==> src/rtl/if_prefetch_unit.sv <==
// Instruction-fetch stage with a DEPTH-entry prefetch queue and credit-limited imem requests.
// Define IF_PERF_CNT_EN to add the perf_fetch/perf_flush event counters.
module if_prefetch_unit #(
  parameter int unsigned DEPTH      = 4,
  parameter int unsigned MAX_OUTST  = 2,
  parameter logic [31:0] RESET_PC   = 32'h0000_0000,
  parameter logic [31:0] EXC_VECTOR = 32'h8000_0180
) (
  input  logic        clk,
  input  logic        rst,
  input  logic        hold_pc,
  input  logic        hold_if,
  input  logic        br,
  input  logic [31:0] pc_branch,
  input  logic        except,
  output logic        imem_req,
  output logic [31:0] imem_addr,
  input  logic        imem_gnt,
  input  logic        imem_rvalid,
  input  logic [31:0] imem_rdata,
  output logic [31:0] pc_out,
  output logic [31:0] inst_out,
`ifdef IF_PERF_CNT_EN
  output logic [31:0] perf_fetch,
  output logic [31:0] perf_flush,
`endif
  output logic        inst_valid
);

  localparam int unsigned PTR_W = $clog2(DEPTH);
  localparam int unsigned CNT_W = PTR_W + 1;
  localparam logic [CNT_W:0]   DEPTH_C = (CNT_W + 1)'(DEPTH);
  localparam logic [CNT_W-1:0] MAX_C   = CNT_W'(MAX_OUTST);

  logic [31:0]      fetch_pc_q, fetch_pc_d;
  logic [31:0]      ret_pc_q, ret_pc_d;
  logic [PTR_W-1:0] wr_ptr_q, wr_ptr_d;
  logic [PTR_W-1:0] rd_ptr_q, rd_ptr_d;
  logic [CNT_W-1:0] count_q, count_d;
  logic [CNT_W-1:0] outst_q, outst_d;
  logic [CNT_W-1:0] drop_q, drop_d;
  logic [31:0]      pc_out_q, pc_out_d;
  logic [31:0]      inst_out_q, inst_out_d;
  logic             inst_valid_q, inst_valid_d;
  logic [31:0]      q_pc_q [DEPTH];
  logic [31:0]      q_pc_d [DEPTH];
  logic [31:0]      q_inst_q [DEPTH];
  logic [31:0]      q_inst_d [DEPTH];
`ifdef IF_PERF_CNT_EN
  logic [31:0]      perf_fetch_q, perf_fetch_d;
  logic [31:0]      perf_flush_q, perf_flush_d;
`endif

  logic             redirect;
  logic [31:0]      target;
  logic [CNT_W:0]   credit_sum;
  logic             credit_ok;
  logic             acc;
  logic             rv;
  logic             push;
  logic             queue_empty;
  logic             bypass;
  logic             pop;
  logic             wr;

  assign redirect    = br || except;
  assign target      = except ? EXC_VECTOR : pc_branch;
  assign credit_sum  = {1'b0, count_q} + {1'b0, outst_q};
  assign credit_ok   = (credit_sum < DEPTH_C) && (outst_q < MAX_C);
  assign imem_req    = !rst && !hold_pc && credit_ok && !redirect;
  assign imem_addr   = fetch_pc_q;
  assign acc         = imem_req && imem_gnt;
  // A response with nothing outstanding is a protocol error and is ignored.
  assign rv          = imem_rvalid && (outst_q != '0);
  assign push        = rv && (drop_q == '0);
  assign queue_empty = (count_q == '0);
  assign bypass      = push && queue_empty && !hold_if;
  assign pop         = !hold_if && !queue_empty;
  assign wr          = push && !bypass;

  assign pc_out      = pc_out_q;
  assign inst_out    = inst_out_q;
  assign inst_valid  = inst_valid_q;
`ifdef IF_PERF_CNT_EN
  assign perf_fetch  = perf_fetch_q;
  assign perf_flush  = perf_flush_q;
`endif

  always_comb begin
    fetch_pc_d   = fetch_pc_q;
    ret_pc_d     = ret_pc_q;
    wr_ptr_d     = wr_ptr_q;
    rd_ptr_d     = rd_ptr_q;
    count_d      = count_q;
    drop_d       = drop_q;
    pc_out_d     = pc_out_q;
    inst_out_d   = inst_out_q;
    inst_valid_d = inst_valid_q;
    q_pc_d       = q_pc_q;
    q_inst_d     = q_inst_q;
`ifdef IF_PERF_CNT_EN
    perf_fetch_d = perf_fetch_q + 32'(push);
    perf_flush_d = perf_flush_q + 32'(redirect);
`endif

    outst_d = outst_q + CNT_W'(acc) - CNT_W'(rv);

    if (acc) fetch_pc_d = fetch_pc_q + 32'd4;
    if (rv && (drop_q != '0)) drop_d = drop_q - CNT_W'(1);
    if (push) ret_pc_d = ret_pc_q + 32'd4;

    if (wr) begin
      q_pc_d[wr_ptr_q]   = ret_pc_q;
      q_inst_d[wr_ptr_q] = imem_rdata;
      wr_ptr_d           = wr_ptr_q + PTR_W'(1);
    end
    if (pop) rd_ptr_d = rd_ptr_q + PTR_W'(1);
    count_d = count_q + CNT_W'(wr) - CNT_W'(pop);

    // An empty queue forwards the returning word straight to ID to save a cycle.
    if (!hold_if) begin
      if (pop) begin
        pc_out_d     = q_pc_q[rd_ptr_q] + 32'd4;
        inst_out_d   = q_inst_q[rd_ptr_q];
        inst_valid_d = 1'b1;
      end else if (bypass) begin
        pc_out_d     = ret_pc_q + 32'd4;
        inst_out_d   = imem_rdata;
        inst_valid_d = 1'b1;
      end else begin
        inst_out_d   = 32'd0;
        inst_valid_d = 1'b0;
      end
    end

    // Everything still in flight belongs to the old stream and must be discarded.
    if (redirect) begin
      fetch_pc_d   = target;
      ret_pc_d     = target;
      wr_ptr_d     = '0;
      rd_ptr_d     = '0;
      count_d      = '0;
      drop_d       = outst_d;
      inst_out_d   = 32'd0;
      inst_valid_d = 1'b0;
    end
  end

  always_ff @(posedge clk) begin
    if (rst) begin
      fetch_pc_q   <= RESET_PC;
      ret_pc_q     <= RESET_PC;
      wr_ptr_q     <= '0;
      rd_ptr_q     <= '0;
      count_q      <= '0;
      outst_q      <= '0;
      drop_q       <= '0;
      pc_out_q     <= 32'd0;
      inst_out_q   <= 32'd0;
      inst_valid_q <= 1'b0;
`ifdef IF_PERF_CNT_EN
      perf_fetch_q <= 32'd0;
      perf_flush_q <= 32'd0;
`endif
    end else begin
      fetch_pc_q   <= fetch_pc_d;
      ret_pc_q     <= ret_pc_d;
      wr_ptr_q     <= wr_ptr_d;
      rd_ptr_q     <= rd_ptr_d;
      count_q      <= count_d;
      outst_q      <= outst_d;
      drop_q       <= drop_d;
      pc_out_q     <= pc_out_d;
      inst_out_q   <= inst_out_d;
      inst_valid_q <= inst_valid_d;
`ifdef IF_PERF_CNT_EN
      perf_fetch_q <= perf_fetch_d;
      perf_flush_q <= perf_flush_d;
`endif
    end
  end

  always_ff @(posedge clk) begin
    q_pc_q   <= q_pc_d;
    q_inst_q <= q_inst_d;
  end

endmodule

==> config.mk <==
export PLATFORM = sky130hd
export DESIGN_NAME = if_prefetch_unit
export DESIGN_NICKNAME = d
export VERILOG_FILES = /design/src/rtl/if_prefetch_unit.sv
export SDC_FILE = /design/constraint.sdc
export NUM_CORES = 1
export LEC_CHECK = 0
export BUFFER_PORTS_ARGS = -buffer_cell sky130_fd_sc_hd__clkbuf_2
export CAP_MARGIN = 20
export CORE_MARGIN = 3
export CORE_UTILIZATION = 55
export DETAILED_ROUTE_END_ITERATION = 16
export PLACE_DENSITY = 0.75
export SLEW_MARGIN = 0
export SYNTH_ARGS = -nofsm -noshare
export SYNTH_HDL_FRONTEND = slang
export SYNTH_SLANG_ARGS = --single-unit
==> constraint.sdc <==
create_clock -name clk -period 8 [get_ports clk]
set_input_delay 1.2 -clock clk [delete_from_list [all_inputs] [get_ports clk]]
set_output_delay 1.2 -clock clk [all_outputs]
set_load 0.03 [all_outputs]
-- Yosys cells after proc, flatten, opt, wreduce, memory -nomap -nowiden
Cells that the tools add are included.
- logic and storage cells: 90
- register bits after elaboration: 398
- output and inout bits: 98
- add/subtract/negate cells: 11
- muxes and demuxes: 23
- order comparisons: 5
- bitwise gates (word level): 3
- reductions and logical operators: 30
- operators by type and width (operator ; count):
    2-to-1 mux 32 bit ; 14
    bitwise mux 128 bit ; 2
    binary-select mux 32 bit (select 2 bit) ; 2
    adder 32 x 3 -> 32 bit, second input constant ; 3
    demux 32 bit (select 2 bit) ; 1
    logical AND 1 bit ; 13
    nonzero test 2 bit ; 4
    adder 3 x 1 -> 3 bit ; 2
    greater-or-equal comparator 3 bit, second input constant ; 2
    logical NOT 1 bit ; 6
    logical NOT 3 bit ; 2
    2-to-1 mux 3 bit ; 2
    inverter 2 -> 3 bit ; 2
    nonzero test 3 bit ; 2
    subtractor 3 x 1 -> 3 bit ; 2
    adder 2 x 1 -> 2 bit, second input constant ; 2
    adder 3 x 3 -> 4 bit ; 1
    < comparator 4 x 3 -> 1 bit, second input constant ; 1
    < comparator 3 x 1 -> 1 bit, second input constant ; 1
    < comparator 3 x 2 -> 1 bit, second input constant ; 1
    subtractor 3 x 1 -> 3 bit, second input constant ; 1
    2-to-1 mux 1 bit ; 2
    AND reduction 2 bit ; 1
    OR reduction 2 bit ; 1
    2 further kinds ; 2

-- Logic depth before layout (Yosys ltp)
- word-level depth: 9
- mapped depth: 14
- mapped depth without buffers: 13

-- Worst setup path after synthesis
OpenSTA, ideal clock, no wires.
- kind: in2reg
- start: in imem_rvalid
- end: reg q_inst_q[0] (netlist bit), enable pin
- slack: 4.023 ns
- cell stages on the path: 5
- arrival: 3.548 ns
- buffers on the path: 1
- cell sequence: o31a_1 -> nand2_1 -> clkbuf_1 -> nor2_1 -> and2_1
- word-level cells in the longest chain between the ends: 6
- ends and longest elaborated chain (what ; line ; text):
    start: declaration ; 19 ; input logic imem_rvalid,
    logical AND 1 bit (*) ; 74 ; assign rv = imem_rvalid && (outst_q != '0);
    logical AND 1 bit (*) ; 75 ; assign push = rv && (drop_q == '0);
    logical AND 1 bit (2 in a row) ; 77 ; assign bypass = push && queue_empty && !hold_if;
    logical NOT 1 bit ; 79 ; assign wr = push && !bypass;
    logical AND 1 bit (*) ; 79 ;
    end signal: assignment ; 185 ; q_inst_q <= q_inst_d;
    end: declaration ; 47 ; logic [31:0] q_inst_q [DEPTH];
Mark *: on every way between the ends. The rest lies on a longest branch, timed or not.
A chain may end at the register's enable or synchronous reset.

-- Worst setup path in the final report
- start: in rst
- end: reg drop_q[2]
- word-level cells in the longest chain between the ends: 8
- ends and longest elaborated chain (what ; line ; text):
    start: declaration ; 10 ; input logic rst,
    logical NOT 1 bit ; 70 ; assign imem_req = !rst && !hold_pc && credit_ok && !redirect;
    logical AND 1 bit (3 in a row) ; 70 ;
    logical AND 1 bit ; 72 ; assign acc = imem_req && imem_gnt;
    adder 3 x 1 -> 3 bit ; 106 ; outst_d = outst_q + CNT_W'(acc) - CNT_W'(rv);
    subtractor 3 x 1 -> 3 bit ; 106 ;
    2-to-1 mux 3 bit ; 137 ; if (redirect) begin
    end signal: assignment ; 172 ; drop_q <= drop_d;
    end: declaration ; 41 ; logic [CNT_W-1:0] drop_q, drop_d;
Parallel ways exist; a longest one is shown, timed or not.

==> results by group <==
Worst setup path
  • Top cell by count, worst path: inv_1
  • Worst-path fanout max: 46
  • Slowest library cell on the worst path: and2_1
  • Bufs and invs on worst path: 4
  • R2R setup slack: 4350 ps
  • Start point of the critical path: rst
  • Crit end category: flip-flop
  • Slowest Stage Delay on Critical Path: 670 ps
  • Worst r2r src: rd_ptr_q[0]$_SDFFE_PP0P_
  • Family with the most delay on the worst path: simple AND/OR/NAND/NOR gates
  • Critical Path, Cell by Cell: buf_2 -> nor3_1 -> and4_1 -> and2_1 -> inv_1 -> ha_1 -> inv_1 -> ha_1 -> inv_1 -> fa_1 -> xnor2_1 -> a211oi_1
  • Worst Reg-to-Reg Cells: 7
  • Setup crit start kind: primary input
  • RR Endpoint: pc_out[30]$_SDFFE_PP0P_
  • Critical setup path kind: in2reg
  • CP required: 8440 ps
  • WP data arrival: 4760 ps

Timing
  • Post-route setup slack: 3680 ps
  • Fin crit share: 54.0%
  • Unrepaired setup endpoints after global routing: false
  • Worst-Margin Slew: 1120 ps
  • Max Slew Vio Count: 0
  • Endpoints failing setup: 0
  • F_max: 0.232 GHz
  • Sum Neg Setup Slack: 0 ps
  • Clock Skew: 25.8 ps
  • Slew HR: 25.1%
  • Fin crit period: 4320 ps
  • Fin. Hold Viols: 0
  • Hold Slack: 485 ps

Layout
  • Area of the multi-input gates: 6290 um^2
  • Fill count: 2,252
  • Reg area: 10,500 um^2
  • Syn-to-layout area delta: 14.0%
  • Non-filler instance count after layout: 1,922
  • # diodes: 0
  • Final instance area: 19,700 um^2
  • Layout cells sized above 1: 21.1%
  • # nets final: 1,583
  • Core Util, Final: 64.0%

Global route
  • First-pass GRT wire length: 66,500 um
  • GR Overflow Total: 0
  • Total Routing Usage GR: 24.8%
  • Vias in the first global route: 11,800
  • Largest net degree at the start of global routing: 72
  • Initial antenna violation count: 0

Min path
  • Hold depth: 2
  • Min-delay src: pc_out[2]$_SDFFE_PP0P_
  • Min-Delay Path Class: reg2reg
  • End of the worst hold path: pc_out[2]$_SDFFE_PP0P_

Route
  • Vias: 12,000
  • Remaining DRCs: 0
  • Vias per cell: 6.24
  • Initial DRC count: 1,214
  • Avg WL per Cell: 21.7 um
  • WL final: 41,700 um
  • Drt first pass iters: 5
  • DRT antenna net count: 0

Power and ir drop
  • Overall Power: 4.83 mW
  • Maximum vdd drop: 157 uV
  • Leakage power: 6.82 nW
  • PwrDens: 245 nW/um^2

Floorplanning
  • Core Region: 30,800 um^2
  • Die Wd: 183 um
  • Starting density of the core: 56.1%
  • I/O Pins: 170
  • Chip Height: 183 um
  • Die ar.: 33,600 um^2
  • # rows: 64

Clock tree
  • H-tree depth: 2
  • Cts hold-fix bufs: 0
  • CTS buffer count: 41
  • Setup Fix Bufs, Post-CTS: 0
  • Clk_lat worst skew: 560 ps
  • Post-CTS Resized: 0
  • Sink Count: 396
  • CTS tree: built
  • Root Driver: clkbuf_16
  • CTS Buffer Depth: 3
  • Clock slew at reported path FFs: 60 ps

Placed design
  • Pre-CTS setup slack: 3160 ps
  • Dpl cell area: 18,300 um^2
  • Cells after DPL: 1,844
  • Final GP Congestion: 0.912
  • DP HPWL: 27,000 um
  • Port bufs: 169

Logic synthesis
  • EDFF count, synth: 256
  • Yosys cell types: 69
  • #FFs+latches synth: 396
  • Async set-reset flop share out of synthesis: 0%
  • Synthesized area per cell: 12.8 um^2
  • Synth top area share: 44.4%
  • Cells after synthesis: 1,353
  • Synth warn: 0
  • Mapped cell area: 17,300 um^2
  • Yosys top cell by area: edfxtp_1
  • Post-Syn Nets: 1,443
  • Largest cells by area after synthesis: edfxtp_1 44%, dfxtp_1 16%, mux4_2 6.2%
  • Seq/Total Area, Yosys: 60.6%
  • Primary FF master, synth: edfxtp_1

Run
  • Max-cap violation count: 0

Run status
  • Status: completed
-- cells in the mapped netlist (all sizes together), types with 5 or more instances --
cell type,count
o21ai,45
o22ai,9
nor3,71
xor2,22
a22oi,18
a31oi,10
mux2i,6
ha,16
mux4,64
edfxtp,256
nand4,20
o21a,5
nand3,40
nand2,119
and2,14
xnor2,37
o31a,5
nor2b,36
and4,5
a311oi,5
dfxtp,140
a221oi,33
or4,6
a211oi,31
inv,25
a21oi,99
buf,19
nor4,11
nor2,62
clkbuf,69
a21boi,5
or3,5
and3,10
-- state kept, by name (all words and copies together) (netlist names) --
signal      cells
inst_valid      1
ret_pc_q       31
rd_ptr_q        2
outst_q         3
q_inst_q      128
count_q         3
wr_ptr_q        2
pc_out         32
q_pc_q        128
inst_out       32
drop_q          3
imem_addr      31
-- power by group --
group	switching [mW]	internal (mW)	leakage, nW
logic	0.360	0.191	2.66
clock network	0.806	1.14	0.678
registers	0.0648	2.27	3.48
total	1.23	3.60	6.82
-- layout make-up --
class,count,area share [%]
clock inverters,24,1.47
well taps,396,2.51
repair buffers,185,4.90
flip-flops and latches,396,53.2
clock buffers,52,5.51
multi-input cells,843,31.9
inverters,26,0.495
-- worst register-to-register path, stage by stage (launching register included) --
cell and delay, ps:
dfxtp_4 730, buf_4 720, mux4_1 590, nand4_4 180, or4_4 650, o31a_2 370, o21ai_1 170, a21oi_1 90
-- routing by layer --
metal / GRT usage (%) / share of wire, % / vias to the layer above
met2: 40.3 / 48 / 537
met5: 0 / 0 / -
met1: 35.3 / 43 / 5899
met3: 4.32 / 7.5 / 61
met4: 6.43 / 2.2 / 0
li1: - / - / 5489
-- layout by cell type, fill, tap and decap left out, drive strengths merged, types with 11 or more instances in the layout --
cell type,count
a211oi,31
a21oi,99
a221oi,33
a22oi,18
and2,14
buf,17
clkbuf,220
clkinv,16
dfxtp,140
edfxtp,256
ha,16
inv,28
mux4,64
nand2,119
nand3,40
nand4,20
nor2,62
nor2b,36
nor3,71
nor4,11
o21ai,45
xnor2,37
xor2,22
-- cells by family after synthesis --
family | synth area share [%]
XOR/XNOR | 2.99
AO/OA/AOI/OAI | 10.8
buffers and inverters | 3.12
multiplexers | 9.03
adder cells (fa/ha/maj) | 1.39
flip-flops | 60.6
AND/OR/NAND/NOR | 12.0
-- how the worst max path moves through the flow --
stage,slack (ps),cells past startpoint,to
floorplan,4020,5,q_inst_q[0]$_DFFE_PP_
global placement,3300,12,drop_q[2]$_SDFFE_PP0P_
detailed placement,3160,12,drop_q[2]$_SDFFE_PP0P_
CTS,3690,12,drop_q[2]$_SDFFE_PP0P_
global route,3400,12,drop_q[2]$_SDFFE_PP0P_
finish,3680,12,drop_q[2]$_SDFFE_PP0P_
(Power assumes the default switching activity.)
